File: src/rtl/ifetch_ctrl.sv
`default_nettype none
// ============================================================================
// Module   : ifetch_ctrl
// Brief    : RV32I fetch sequencer: owns the fetch PC, drives a synchronous
//            instruction ROM and presents PC/instruction/valid to decode.
// Revision : 1.0 - initial release
// ============================================================================
module ifetch_ctrl #(
    parameter logic [31:0] RESET_PC  = 32'h0000_0000,
    parameter int          ROM_DEPTH = 10,
    parameter logic [31:0] NOP_INST  = 32'h0000_0013
) (
    input  logic        clk,
    input  logic        rst,
    input  logic        stall,
    input  logic        redirect,
    input  logic [31:0] redirect_pc,
    output logic        irom_en,
    output logic [31:0] irom_adr,
    input  logic [31:0] irom_inst,
    output logic        if_valid,
    output logic [31:0] if_pc,
    output logic [31:0] if_inst,
    output logic        if_fault,
    output logic [1:0]  if_fault_cause
);

    typedef enum logic [1:0] {
        BOOT = 2'd0,
        RUN  = 2'd1,
        HALT = 2'd2
    } state_t;

    state_t      state, state_nx;
    logic [31:0] fetch_pc, fetch_pc_nx;
    logic [31:0] pend_pc, pend_pc_nx;
    logic        pend, pend_nx;
    logic        fault_pend, fault_pend_nx;
    logic [1:0]  cause_q, cause_nx;

    logic        issue;
    logic [31:0] issue_adr;
    logic        misaligned;
    logic        out_of_range;
    logic        legal;
    logic        live;

    // Address selection: a redirect wins over everything, including stall.
    always_comb begin
        issue     = 1'b0;
        issue_adr = fetch_pc;
        if (redirect) begin
            issue     = 1'b1;
            issue_adr = redirect_pc;
        end else begin
            case (state)
                BOOT: begin
                    issue     = 1'b1;
                    issue_adr = RESET_PC;
                end
                RUN:     issue = ~stall;
                default: issue = 1'b0;
            endcase
        end
    end

    assign misaligned   = (issue_adr[1:0] != 2'b00);
    assign out_of_range = ((issue_adr >> (ROM_DEPTH + 2)) != 32'd0);
    assign legal        = ~misaligned & ~out_of_range;

    assign irom_en  = issue & legal & ~rst;
    assign irom_adr = issue_adr;

    always_comb begin
        state_nx      = state;
        fetch_pc_nx   = fetch_pc;
        pend_nx       = pend;
        pend_pc_nx    = pend_pc;
        fault_pend_nx = fault_pend;
        cause_nx      = cause_q;
        if (issue) begin
            pend_pc_nx = issue_adr;
            if (legal) begin
                state_nx      = RUN;
                pend_nx       = 1'b1;
                fetch_pc_nx   = issue_adr + 32'd4;
                fault_pend_nx = 1'b0;
            end else begin
                // The faulting address is reported once, then fetch parks in HALT.
                state_nx      = HALT;
                pend_nx       = 1'b0;
                fault_pend_nx = 1'b1;
                cause_nx      = misaligned ? 2'd1 : 2'd2;
            end
        end else if ((state == HALT) && !stall) begin
            fault_pend_nx = 1'b0;
        end
    end

    always_ff @(posedge clk or posedge rst) begin
        if (rst) begin
            state      <= BOOT;
            fetch_pc   <= RESET_PC;
            pend       <= 1'b0;
            pend_pc    <= RESET_PC;
            fault_pend <= 1'b0;
            cause_q    <= 2'd0;
        end else begin
            state      <= state_nx;
            fetch_pc   <= fetch_pc_nx;
            pend       <= pend_nx;
            pend_pc    <= pend_pc_nx;
            fault_pend <= fault_pend_nx;
            cause_q    <= cause_nx;
        end
    end

    // A redirect squashes whatever is on display this cycle.
    always_comb begin
        live = 1'b0;
        if (!redirect) begin
            case (state)
                RUN:     live = pend;
                HALT:    live = fault_pend;
                default: live = 1'b0;
            endcase
        end
    end

    assign if_valid       = live;
    assign if_pc          = pend_pc;
    assign if_fault       = live & (state == HALT);
    assign if_fault_cause = if_fault ? cause_q : 2'd0;
    assign if_inst        = (live && (state == RUN)) ? irom_inst : NOP_INST;

endmodule
`default_nettype wire

File: config.mk
export PLATFORM = sky130hd
export DESIGN_NAME = ifetch_ctrl
export DESIGN_NICKNAME = d
export VERILOG_FILES = /design/src/rtl/ifetch_ctrl.sv
export SDC_FILE = /design/constraint.sdc
export NUM_CORES = 1
export LEC_CHECK = 0
export ABC_AREA = 0
export CORE_MARGIN = 2
export CORE_UTILIZATION = 34
export DETAILED_ROUTE_END_ITERATION = 12
export PLACE_DENSITY = 0.68
export SLEW_MARGIN = 20
export SYNTH_ARGS = -nofsm -noshare
export SYNTH_HDL_FRONTEND = slang
export SYNTH_SLANG_ARGS = --single-unit
File: constraint.sdc
create_clock -name clk -period 2.9 [get_ports clk]
set_input_delay 0.58 -clock clk [delete_from_list [all_inputs] [get_ports clk]]
set_output_delay 0.58 -clock clk [all_outputs]
set_load 0.1 [all_outputs]
==> flow_summary.yaml <==
clock_network:
  clockBufferDepth: 2
  path_clk_slew_ns: 0.08
  clkLatencyLatePin_ns: 0.35
  post_cts_buffers: 0
  root_buffer: "clkbuf_8"
  clock-sinks: 69
  cts_tree: "built"
  cts_inserted_buffers: 9
  hold_buffers: 0
  h-tree-depth: 3
sta:
  fin_crit_ns: 2.793
  worst_slew_pin_slew_ns: 0.7875
  relSlewSlack_pct: 47.30
  slew_violations: 0
  report.final.setup_viol: 0
  fmax_mhz: 358.0
  finalHoldViolCount: 0
  setup_tns_ns: 0
  fin_crit_sh_pct: 96.32
  skew_ns: 0.007410
worst_setup_path:
  crit_arrival_ns: 2.21
  worstSetupPathType: "input port to primary output"
  crit_required_ns: 2.32
  end_kind: "primary output"
  cp_slowest_cell: "clkdlybuf4s50_1"
  cp-start-kind: "input port"
  path_max_fanout: 2
  cp_cell_sequence: "clkdlybuf4s50_1 -> nor4b_4 -> buf_4 -> nand4_1 -> o22ai_2 -> o21ai_4 -> nor2_4 -> buf_12"
  crit_path_max_incr_delay_ns: 0.46
min_path:
  hp-class: "register to register"
finish:
  regArea_um2: 1727
  fin_util_pct: 60.26
  final_nets: 577
  fill_cells: 924
  antennaDiodeCount: 0
  drive_gt1_share_pct: 42.24
  multi_input_comb_area_um2: 1918
  area_growth_syn_to_layout_pct: 74.48
routing:
  wl_per_cell_um: 17.98
  final_antenna_net_count: 0
  detail_route.first_pass.iterations: 4
  first_iter_violations: 152
  vias_per_cell: 5.063
  drc: 0
  wl_um: 11670
  via_count: 3286
pwr:
  intPower_w: 0.002627
  p_leak_nw: 2.980
  power_density_nw_per_um2: 843.1
  seqPwrFrac_pct: 24.6
  ir_drop_v: 0.0005613
  clockPowerShare_pct: 14.6
  p_comb_share_pct: 60.9
  switching_share_pct: 51.88
  p_switching_w: 0.002832
grt:
  antenna_found_initial: 1
  grt_pass1_wl_um: 18030
  track_usage_pct: 19.92
  grt_overflow: 0
  grt_start_max_net_pins: 50
  first_global_vias: 3343
logic_synthesis:
  postSynthAreaPerCell_um2: 11.11
  yosys.area_share.simple_pct: 21.68
  async_reset_ff_share_pct: 100.0
  ys_types: 43
  synth_mux_area_share_pct: 13.25
  synth-compound-area-share_pct: 10.32
  synth_edf_count: 0
  synth_seq_cells: 69
  yosysWarnings: 0
  synth_ff_type: "dfrtp_1"
  synth.net_count: 407
  yosysSeqAreaShare_pct: 46.53
  synth.cell_area_um2: 3711
  synth_top_family_by_area: "simple AND/OR/NAND/NOR gates"
  syn_inst: 334
  synthAdderAreaFrac_pct: 1.686
  synth-xor-area-share_pct: 2.124
floorplanning:
  num_io_pins: 169
  std_cell_rows: 38
  die_h_um: 108.5
  core_area_um2: 10750
  die_w_um: 108.5
  die_area_um2: 11770
  initial_utilization_pct: 34.54
place:
  place_congestion: 0.8052
  hpwl_um: 8930
  numPortBuffers: 168
run:
  cap_violations: 0
status:
  status: "finished, final reports clean"
Yosys cell counts (all sizes together) (4+ instances only):
master | count | area share [%]
nor2 | 11 | 1.2
and2 | 24 | 4.0
mux2 | 42 | 13
ha | 5 | 1.7
inv | 7 | 0.71
a31oi | 4 | 0.67
nor4bb | 4 | 1.1
o21ai | 18 | 2.8
clkbuf | 9 | 0.98
dfrtp | 69 | 47
nand2b | 15 | 2.5
buf | 14 | 2.7
nor4 | 8 | 2.0
nand2 | 16 | 1.6
xor2 | 6 | 1.4
nor3 | 5 | 0.67
and3 | 34 | 5.7
a22o | 18 | 4.2
layer usage:
metal	track usage [%]	routed length (µm)	vias to the layer above
met5	0	19	-
met3	6.510	1064	9
met4	3.388	68	2
li1	-	-	1536
met1	24.51	4682	1605
met2	34.51	5833	134
critical path, delay by kind of cell:
family,cells,cell delay (ns)
and+or+nand+nor,3,0.52
buffers and inverters,3,0.79
AOI/OAI and AO/OA,2,0.32
metrics by stage:
step	total power (W)	hold slack [ns]	cells	setup WS [ns]	cell area, µm²
after detailed placement	0.004689	0.4853	633	-0.02463	6250
after CTS	0.005498	0.5041	649	0.06874	6455
after global placement	0.004646	0.4686	633	-0.04091	6250
final	0.005459	0.4998	649	0.1068	6475
after floorplan	0.003719	0.4565	334	0.01999	3775
after global routing	0.005686	0.5212	649	-0.0001086	6475
cell families (layout without fill, tap and decap cells):
group / Yosys count / after routing
AOI/OAI and AO/OA: 51 / 51
xor gates and xnor gates: 9 / 9
adders and majority gates: 5 / 5
buffers and inverters: 30 / 205
DFF: 69 / 69
muxes: 42 / 42
and+or+nand+nor: 128 / 128
placed cells by master (no fill, tap or decap), drive strengths merged, types with 3 or more instances in the layout:
master         count
and2              24
and4bb             3
clkbuf             9
mux2              42
o21ai             18
a31oi              4
a21boi             3
nor4               8
dfrtp             69
a22o              18
and3              34
nor4bb             4
clkinvlp           3
nor2              11
nand2             16
ha                 5
buf              116
clkdlybuf4s50     66
xnor2              3
nor3               5
nand2b            15
xor2               6
inv                8
power by group through the flow:
stage	Combinational (W)	Sequential, W	Clock, W
5_1_grt	0.00345	0.00137	0.000863
3_3_place_gp	0.00330	0.00135	0
4_1_cts	0.00334	0.00134	0.000819
2_1_floorplan	0.00143	0.00229	0
6_report	0.00332	0.00134	0.000796
3_5_place_dp	0.00333	0.00136	0
registers in the layout (all words and copies together), names as in the netlist:
signal and flops:
cause_q 2, fetch_pc 32, if_pc 32, fault_pend 1, state 2
layout make-up:
type	instances	area share (%)
Inverter	7	0.4058
Clock inverter	7	1.159
Sequential cell	69	26.67
Clock buffer	9	1.913
Timing Repair Buffer	182	37.53
Multi-Input combinational cell	235	29.62
Tap cell	140	2.705
timing repair:
action	in CTS	in global routing
gates resized for setup	1	3
endpoints found under the setup margin	1	1
pin swaps	0	2
endpoints found under the hold margin	0	0
path summary, 6_finish.rpt:
| path | from | endpoint | slack, ns | cells past startpoint |
|---|---|---|---|---|
| worst max-delay path | redirect_pc[12] | irom_en | 0.11 | 8 |
| worst min-delay path | cause_q[1]$_DFFE_PP0P_ | cause_q[1]$_DFFE_PP0P_ | 0.50 | 1 |
| worst max register to register | state[1]$_DFFE_PP0P_ | fetch_pc[8]$_DFFE_PP0P_ | 0.49 | 8 |
| worst min register to register | cause_q[1]$_DFFE_PP0P_ | cause_q[1]$_DFFE_PP0P_ | 0.50 | 1 |
| max in group asynchronous | rst | if_pc[5]$_DFFE_PP0P_ | 1.75 | 3 |
| min in group asynchronous | rst | if_pc[24]$_DFFE_PP0P_ | 0.59 | 2 |
Note: power is estimated with default switching activity, not from simulation.
